**src/rtl/cpu_pkg.sv**
```systemverilog
// Shared CPU definitions: datapath width, reset/bubble constants and the fetch FSM encoding.
package cpu_pkg;

  localparam int          WIDTH     = 32;
  localparam logic [31:0] RESET_PC  = 32'h0000_0000;
  localparam logic [31:0] NOP_INSTR = 32'h0000_0000;

  typedef enum logic {
    BOOT = 1'b0,
    RUN  = 1'b1
  } fetch_state_e;

  // A word address must have its two low bits clear.
  function automatic logic word_misaligned(input logic [1:0] low_bits);
    return (low_bits != 2'b00);
  endfunction

endpackage

```
**src/rtl/if_id_reg.sv**
```systemverilog
// IF/ID pipeline register: bubble beats hold beats load; otherwise contents are kept.
module if_id_reg
  import cpu_pkg::*;
#(
  parameter int          W   = 32,
  parameter logic [31:0] NOP = 32'h0000_0000
) (
  input  logic         clk,
  input  logic         reset,
  input  logic         load,
  input  logic         hold,
  input  logic         bubble,
  input  logic [31:0]  next_instr,
  input  logic [W-1:0] next_pc_plus4,
  output logic [31:0]  instr,
  output logic [W-1:0] pc_plus4,
  output logic         valid
);

  logic [31:0]  instr_r;
  logic [W-1:0] pc_plus4_r;
  logic         valid_r;

  // IF/ID contents update
  always_ff @(posedge clk or posedge reset) begin
    if (reset) begin
      instr_r    <= NOP;
      pc_plus4_r <= '0;
      valid_r    <= 1'b0;
    end else if (bubble) begin
      instr_r    <= NOP;
      pc_plus4_r <= '0;
      valid_r    <= 1'b0;
    end else if (hold) begin
      instr_r    <= instr_r;
      pc_plus4_r <= pc_plus4_r;
      valid_r    <= valid_r;
    end else if (load) begin
      instr_r    <= next_instr;
      pc_plus4_r <= next_pc_plus4;
      valid_r    <= 1'b1;
    end else begin
      instr_r    <= instr_r;
      pc_plus4_r <= pc_plus4_r;
      valid_r    <= valid_r;
    end
  end

  assign instr    = instr_r;
  assign pc_plus4 = pc_plus4_r;
  assign valid    = valid_r;

endmodule

```
**src/rtl/fetch_stage.sv**
```systemverilog
// Instruction-fetch stage: PC register, boot/run FSM, redirect/stall/wait handling and IF/ID register.
module fetch_stage
  import cpu_pkg::*;
#(
  parameter int          WIDTH     = cpu_pkg::WIDTH,
  parameter logic [31:0] RESET_PC  = cpu_pkg::RESET_PC,
  parameter logic [31:0] NOP_INSTR = cpu_pkg::NOP_INSTR
) (
  input  logic             clk,
  input  logic             reset,
  output logic [WIDTH-1:0] pc_out,
  input  logic [WIDTH-1:0] pc_plus4_in,
  output logic             imem_req,
  input  logic [31:0]      imem_rdata,
  input  logic             imem_valid,
  input  logic             stall,
  input  logic             redirect,
  input  logic [WIDTH-1:0] redirect_target,
  output logic [31:0]      ifid_instr,
  output logic [WIDTH-1:0] ifid_pc_plus4,
  output logic             ifid_valid,
  output logic             misalign_err
);

  fetch_state_e     state_r, next_state_s;
  logic [WIDTH-1:0] pc_r, pc_next_s, redirect_pc_s;
  logic             imem_req_r, misalign_r;
  logic             load_s, hold_s, bubble_s;

  assign redirect_pc_s = {redirect_target[WIDTH-1:2], 2'b00};

  // Next PC, next state and IF/ID control, in redirect > stall > wait > advance order
  always_comb begin
    next_state_s = RUN;
    pc_next_s    = pc_r;
    load_s       = 1'b0;
    hold_s       = 1'b0;
    bubble_s     = 1'b1;
    case (state_r)
      BOOT: begin
        if (redirect) begin
          pc_next_s = redirect_pc_s;
        end else begin
          pc_next_s = pc_r;
        end
      end
      RUN: begin
        if (redirect) begin
          pc_next_s = redirect_pc_s;
        end else if (stall) begin
          hold_s   = 1'b1;
          bubble_s = 1'b0;
        end else if (!imem_valid) begin
          bubble_s = 1'b1;
        end else begin
          pc_next_s = pc_plus4_in;
          load_s    = 1'b1;
          bubble_s  = 1'b0;
        end
      end
      default: begin
        next_state_s = BOOT;
      end
    endcase
  end

  // State, PC, fetch request and sticky misalignment flag
  always_ff @(posedge clk or posedge reset) begin
    if (reset) begin
      state_r    <= BOOT;
      pc_r       <= RESET_PC[WIDTH-1:0];
      imem_req_r <= 1'b0;
      misalign_r <= 1'b0;
    end else begin
      state_r    <= next_state_s;
      pc_r       <= pc_next_s;
      imem_req_r <= (next_state_s == RUN);
      misalign_r <= misalign_r | (redirect & word_misaligned(redirect_target[1:0]));
    end
  end

  if_id_reg #(
    .W   (WIDTH),
    .NOP (NOP_INSTR)
  ) u_if_id (
    .clk           (clk),
    .reset         (reset),
    .load          (load_s),
    .hold          (hold_s),
    .bubble        (bubble_s),
    .next_instr    (imem_rdata),
    .next_pc_plus4 (pc_plus4_in),
    .instr         (ifid_instr),
    .pc_plus4      (ifid_pc_plus4),
    .valid         (ifid_valid)
  );

  assign pc_out       = pc_r;
  assign imem_req     = imem_req_r;
  assign misalign_err = misalign_r;

endmodule

```
**config.mk**
```make
export PLATFORM = sky130hd
export DESIGN_NAME = fetch_stage
export DESIGN_NICKNAME = d
export VERILOG_FILES = /design/src/rtl/cpu_pkg.sv /design/src/rtl/if_id_reg.sv /design/src/rtl/fetch_stage.sv
export SDC_FILE = /design/constraint.sdc
export NUM_CORES = 1
export LEC_CHECK = 0
export CELL_PAD_IN_SITES_DETAIL_PLACEMENT = 0
export CELL_PAD_IN_SITES_GLOBAL_PLACEMENT = 2
export CORE_UTILIZATION = 23
export CTS_CLUSTER_DIAMETER = 60
export DETAILED_ROUTE_END_ITERATION = 10
export PLACE_DENSITY = 0.87
export SLEW_MARGIN = 0
export SYNTH_ARGS = -nofsm -noshare
export SYNTH_HDL_FRONTEND = slang
export SYNTH_SLANG_ARGS = --single-unit
```
**constraint.sdc**
```tcl
create_clock -name clk -period 3.4 [get_ports clk]
set_clock_uncertainty 0.15 [all_clocks]
set_input_delay 0.85 -clock clk [delete_from_list [all_inputs] [get_ports clk]]
set_output_delay 0.85 -clock clk [all_outputs]
set_load 0.01 [all_outputs]
```
# Word level (Yosys, flattened, before mapping)
# Index checks and enable logic that the tools add are counted.
# totals
elab_cells,42
out_inout_bits,99
input_bits,101
regBits,99
# op_classes
bitwise,3
n_reduce_logical,4
mux,25
n_eq_ne,4
# ops
cell,count
32-bit 2-to-1 mux,10
32-bit one-hot mux with 2 select lines,1
1-bit 2-to-1 mux,14
3-bit != test (second input constant),2
2-bit nonzero test,2
3-bit AND reduction,1
2-bit by 1-bit != test with 1-bit output (second input constant),1
2-bit != test (second input constant),1
2-bit AND reduction,1
1-bit AND,1
1-bit NOT,1
1-bit OR,1

# Longest topological paths before layout
# logic_depth
word_depth,7
ltp_mapped,5
mapped_depth_nobuf,3

# Cells and area by module
# From an unflattened synthesis, not the netlist that was laid out.
# unflattened
cells_unflattened,411
area_unflattened_um2,5315.1
# modules_own_cells
module,cells_each,area_per_inst_um2,n_inst,seq_area_each_um2
if_id_reg,295,3395.8,1,1626.6
fetch_stage,116,1919.3,1,850.8

# Worst setup path after synthesis
# Ideal clock, no wire load.
# synth_path
path_type,input -> register
from,in imem_valid
to,"reg pc_r[10], in the netlist pc_out[10]"
cell_stages,4
setup_slack_ps,1431
setup_time_ps,125
arrival_time_ps,1695
required_ps,3125
path_buffers,1
cell_sequence,nor2b_1 a21o_1 buf_2 mux2_2
# synth_via
elab_chain_len,2
# synth_rtl
element,line_no,rtl
"start, declared",fetch_stage.sv:15,"input logic imem_valid,"
3-bit != test (no source line),-,
3-bit AND reduction (no source line),-,
"end signal, assigned",fetch_stage.sv:71,pc_r <= RESET_PC[WIDTH-1:0];
"end signal, assigned",fetch_stage.sv:76,pc_r <= pc_next_s;
"end, declared",fetch_stage.sv:26,"logic [WIDTH-1:0] pc_r, pc_next_s, redirect_pc_s;"
# No other way between the ends.
# A chain may end at the register's enable or synchronous reset.

# Final worst setup path
# layout_path
from,in redirect
to,"reg pc_r[31], in the netlist pc_out[31]"
# layout_via
elab_chain_len,2
elab_cells_between_ends,6
cone_classes,3 x eq/ne; 2 x mux; 1 x reduce/logical
# layout_rtl
element,line_no,rtl
"start, declared",fetch_stage.sv:17,"input logic redirect,"
3-bit != test (no source line) (tied with other cells),-,
3-bit AND reduction (no source line) or 32-bit one-hot mux with 2 select lines (tied branches),-,
# Several ways; a longest one is shown, not always the timed one.

==> results.env <==
YOSYS.AREA.TOP_TYPE='sky130_fd_sc_hd__dfrtp_1'
WORST_SLEW_PIN_SLEW_NS=0.6421
REPORT.FINAL.SETUP_VIOL=0
GRT_OVERFLOW_TOTAL=0
CRIT_END='pc_out[31]$_DFFE_PP0P_'
TIMING.CRITICAL_PATH.SLOWEST_CELL_DELAY_NS=0.53
FINALNETCOUNT=556
ROUTE.ANTENNA.REMAINING_NETS=0
WORSTPATHMAXFANOUT=18
WORST_EP_ARRIVAL_TIME_NS=2.59
ANTENNA_FOUND_INITIAL=0
SYNTH-SIMPLE-AREA-SHARE_PCT=0.9888
FIRST_PASS_ITERS=4
CTS-HOLD-FIX-BUFFERS=0
CRITPATHTOPFAMILY='buffers and inverters'
PLACEMENT.IO_BUFFERS=199
TIMING.CRITICAL_PATH.REQUIRED_NS=3.48
FINALCRITICALPERIOD_NS=2.517
SYNTH.AREA.TOP_CELLS='sky130_fd_sc_hd__dfrtp_1 (63%), sky130_fd_sc_hd__a22o_1 (15%), sky130_fd_sc_hd__mux2_1 (8.6%)'
WORSTREG2REGSTART='imem_req$_DFF_PP0_'
LEAKAGE_nW=2.744
SYNTH_ENABLE_FLOP_CELLS=0
REGISTER_AREA_SHARE_AFTER_SYNTHESIS_PCT=63.16
CTS.SINK_COUNT=99
REMAINING_DRC_ERRORS=0
FLOORPLAN.ROWS=47
ASYNC_RESET_FF_SHARE_PCT=100.0
R2R_END='pc_out[31]$_DFFE_PP0P_'
DRT_ITER0_DRC=79
POST_LAYOUT_UTIL_PCT=38.94
TIMING_HOLD_VIOLATIONS_FINAL=0
POST_ROUTE_CELLS_DRIVE_ABOVE_1_SHARE_PCT=12.20
FLOW.AREA_GROWTH_FROM_SYNTHESIS_PCT=65.23
SYNTH.AREA.MUX_SHARE_PCT=17.22
CRIT_TYPE='in -> reg'
CTS-BUFFERS-INSERTED=9
SYNTH_SEQ_CELLS=99
POST_CTS_BUFFERS=0
IO_PINS=200
WIRE_PER_INST_UM=16.80
CRITPATHCAPTURETYPE='flop'
PATH_BUF_INV=2
GRT_PASS1_VIAS=3277
MAPPEDNETLISTAREA_UM2=3923
SETUP_TOTAL_NEGATIVE_SLACK_NS=0
GRT_FIRST_PASS_WIRELENGTH_MM=18.64
MAX-VDD-IR-DROP_mV=0.2175
ROUTED_WIRELENGTH_MM=11.41
MIN_PERIOD_OVER_PERIOD_PCT=74.02
VIAS=2975
CTS_TREE='built'
GP_CONGESTION=0.7734
POST_CTS_RESIZE_COUNT=0
WORSTSKEWPAIRLATENCY_NS=0.34
CTSHTREEMAXLEVEL=3
GRT_UTIL_ALL_LAYERS_PCT=13.67
ANTENNADIODECOUNT=0
CLOCK_TREE.BUFFER_DEPTH=2
VIA_PER_INST=4.381
DIEHEIGHT_UM=132.6
SYNTH_COMPOUND_GATE_AREA_SHARE_PCT=15.37
HOLD-PATH-CELL-COUNT=1
SYNTH-MAIN-FF-CELL='sky130_fd_sc_hd__dfrtp_1'
FINAL-MAX-SLEW-VIOLATION-COUNT=0
CRIT_CHAIN='clkdlybuf4s50_1, nand2b_4, buf_12, mux2_1, mux2_2'
NETLIST-CELL-TYPE-COUNT=19
RUN_STATUS='finished, final reports clean'
START_UTIL_PCT=23.57
SYNTH-ADDER-AREA-SHARE_PCT=0
POSTPLACECELLAREA_UM2=6187
GRT_START_MAX_NET_PINS=49
CP-START-KIND='input port'
TIMING.SLEW.HEADROOM_PCT=57.10
SYNTHDOMINANTCELLAREASHARE_PCT=63.16
AVGSYNTHCELLAREA_UM2=15.26
CRIT_PATH_TOP_DELAY_CELL='sky130_fd_sc_hd__clkdlybuf4s50_1'
WORST-R2R-SETUP-SLACK_NS=1.56
REPORT.POWER.TOTAL_mW=2.765
MAX_FREQ_GHz=0.3974
DESIGN_AREA_UM2=6481
DIE-WIDTH_UM=132.6
SYNTH_TOP_FAMILY_BY_AREA='multiplexers'
PLACEABLECOREAREA_UM2=16640
POST_SYNTH_XOR_AREA_FRACTION_PCT=0
RSZ0062_AT_GRT='no'
WORST_SETUP_HOLD_PATH_CLK_SLEW_NS=0.06
TIMING.CRITICAL_PATH.DEPTH=5
CLOCK-ROOT-BUFFER='sky130_fd_sc_hd__clkbuf_16'
POWERDENSITY_nW_PER_UM2=426.6
FP.DIEAREA_UM2=17580
SYNTH_FP_NETS=358
WORSTREGTOREGCELLS=4
SYNTH-WARNING-COUNT=0
NUMBER_OF_MAXIMUM_CAPACITANCE_CONSTRAINT_VIOLATIONS=0
CRITPATHLAUNCH='redirect'
HOLD_PATH_CLASS='reg -> reg'
SYN-INSTANCE-COUNT=257
PLACE_HPWL_MM=8.042
==> synth_stat cells, types with 2 or more instances <==
| library cell | instances |
|---|---|
| sky130_fd_sc_hd__dfrtp_1 | 99 |
| sky130_fd_sc_hd__a22o_1 | 66 |
| sky130_fd_sc_hd__mux2_1 | 30 |
| sky130_fd_sc_hd__mux2_2 | 30 |
| sky130_fd_sc_hd__buf_2 | 12 |
| sky130_fd_sc_hd__buf_6 | 3 |
| sky130_fd_sc_hd__a21o_1 | 2 |
| sky130_fd_sc_hd__buf_1 | 2 |
| sky130_fd_sc_hd__clkbuf_1 | 2 |
| sky130_fd_sc_hd__inv_1 | 2 |
==> registers in the layout, indices dropped and copies added (netlist names) <==
register and flops:
imem_req 1, misalign_err 1, pc_out 32, u_if_id.instr 32, u_if_id.pc_plus4 32, u_if_id.valid 1
==> final cells by class <==
cell class                      instances  area (um2)
Fill cell                            1569       10160
Timing Repair Buffer                  207        2090
Sequential cell                        99        2477
Inverter                                2       11.26
Multi-Input combinational cell        136        1334
Clock inverter                          4       51.30
Tap cell                              220       275.3
Clock buffer                           11       242.7
==> per-layer routing <==
metal	up-vias	GRT usage, %	wire length, um
met1	1490	16.82	4920
met4	0	5.236	145
met5	-	0	0
li1	1350	-	-
met2	125	22.11	5475
met3	10	4.598	864
==> where the power goes <==
group          internal (mW)  switching [mW]
clock network          0.587           0.447
registers               1.24          0.0350
logic                  0.287           0.169
==> worst min-delay path by stage <==
stage | start | slack [ns] | end
2_1_floorplan | misalign_err$_DFF_PP0_ | 0.35 | misalign_err$_DFF_PP0_
3_3_place_gp | misalign_err$_DFF_PP0_ | 0.30 | misalign_err$_DFF_PP0_
3_5_place_dp | misalign_err$_DFF_PP0_ | 0.31 | misalign_err$_DFF_PP0_
4_1_cts | misalign_err$_DFF_PP0_ | 0.33 | misalign_err$_DFF_PP0_
5_1_grt | misalign_err$_DFF_PP0_ | 0.34 | misalign_err$_DFF_PP0_
6_report | misalign_err$_DFF_PP0_ | 0.32 | misalign_err$_DFF_PP0_
==> cell usage in the layout (no fill, tap or decap) <==
cell type / n
sky130_fd_sc_hd__a21o_1: 2
sky130_fd_sc_hd__a21oi_1: 1
sky130_fd_sc_hd__a22o_1: 66
sky130_fd_sc_hd__buf_12: 3
sky130_fd_sc_hd__buf_4: 5
sky130_fd_sc_hd__bufinv_16: 1
sky130_fd_sc_hd__clkbuf_1: 1
sky130_fd_sc_hd__clkbuf_16: 9
sky130_fd_sc_hd__clkbuf_8: 1
sky130_fd_sc_hd__clkdlybuf4s50_1: 199
sky130_fd_sc_hd__clkinv_2: 1
sky130_fd_sc_hd__clkinv_4: 1
sky130_fd_sc_hd__clkinvlp_4: 2
sky130_fd_sc_hd__conb_1: 1
sky130_fd_sc_hd__dfrtp_1: 99
sky130_fd_sc_hd__inv_1: 1
sky130_fd_sc_hd__mux2_1: 30
sky130_fd_sc_hd__mux2_2: 30
sky130_fd_sc_hd__nand2b_1: 1
sky130_fd_sc_hd__nand2b_4: 1
sky130_fd_sc_hd__nor2_4: 1
sky130_fd_sc_hd__nor2b_1: 1
sky130_fd_sc_hd__nor2b_4: 1
sky130_fd_sc_hd__o21ai_0: 1
==> cells by family after synthesis <==
group	count (synthesis)
buffers and inverters	22
AND/OR/NAND/NOR	5
multiplexers	60
other	1
flip-flops	99
AO/OA/AOI/OAI	70
==> per-stage QoR <==
stage          std cells  hold slack [ns]  worst slack (ns)
3_3_place_gp         664           0.3020            0.5035
2_1_floorplan        257           0.3541             1.224
5_1_grt              679           0.3381            0.7952
6_report             679           0.3238            0.8834
3_5_place_dp         664           0.3080            0.4995
4_1_cts              679           0.3252            0.8601
No activity file was read; power rests on OpenSTA's default activity.
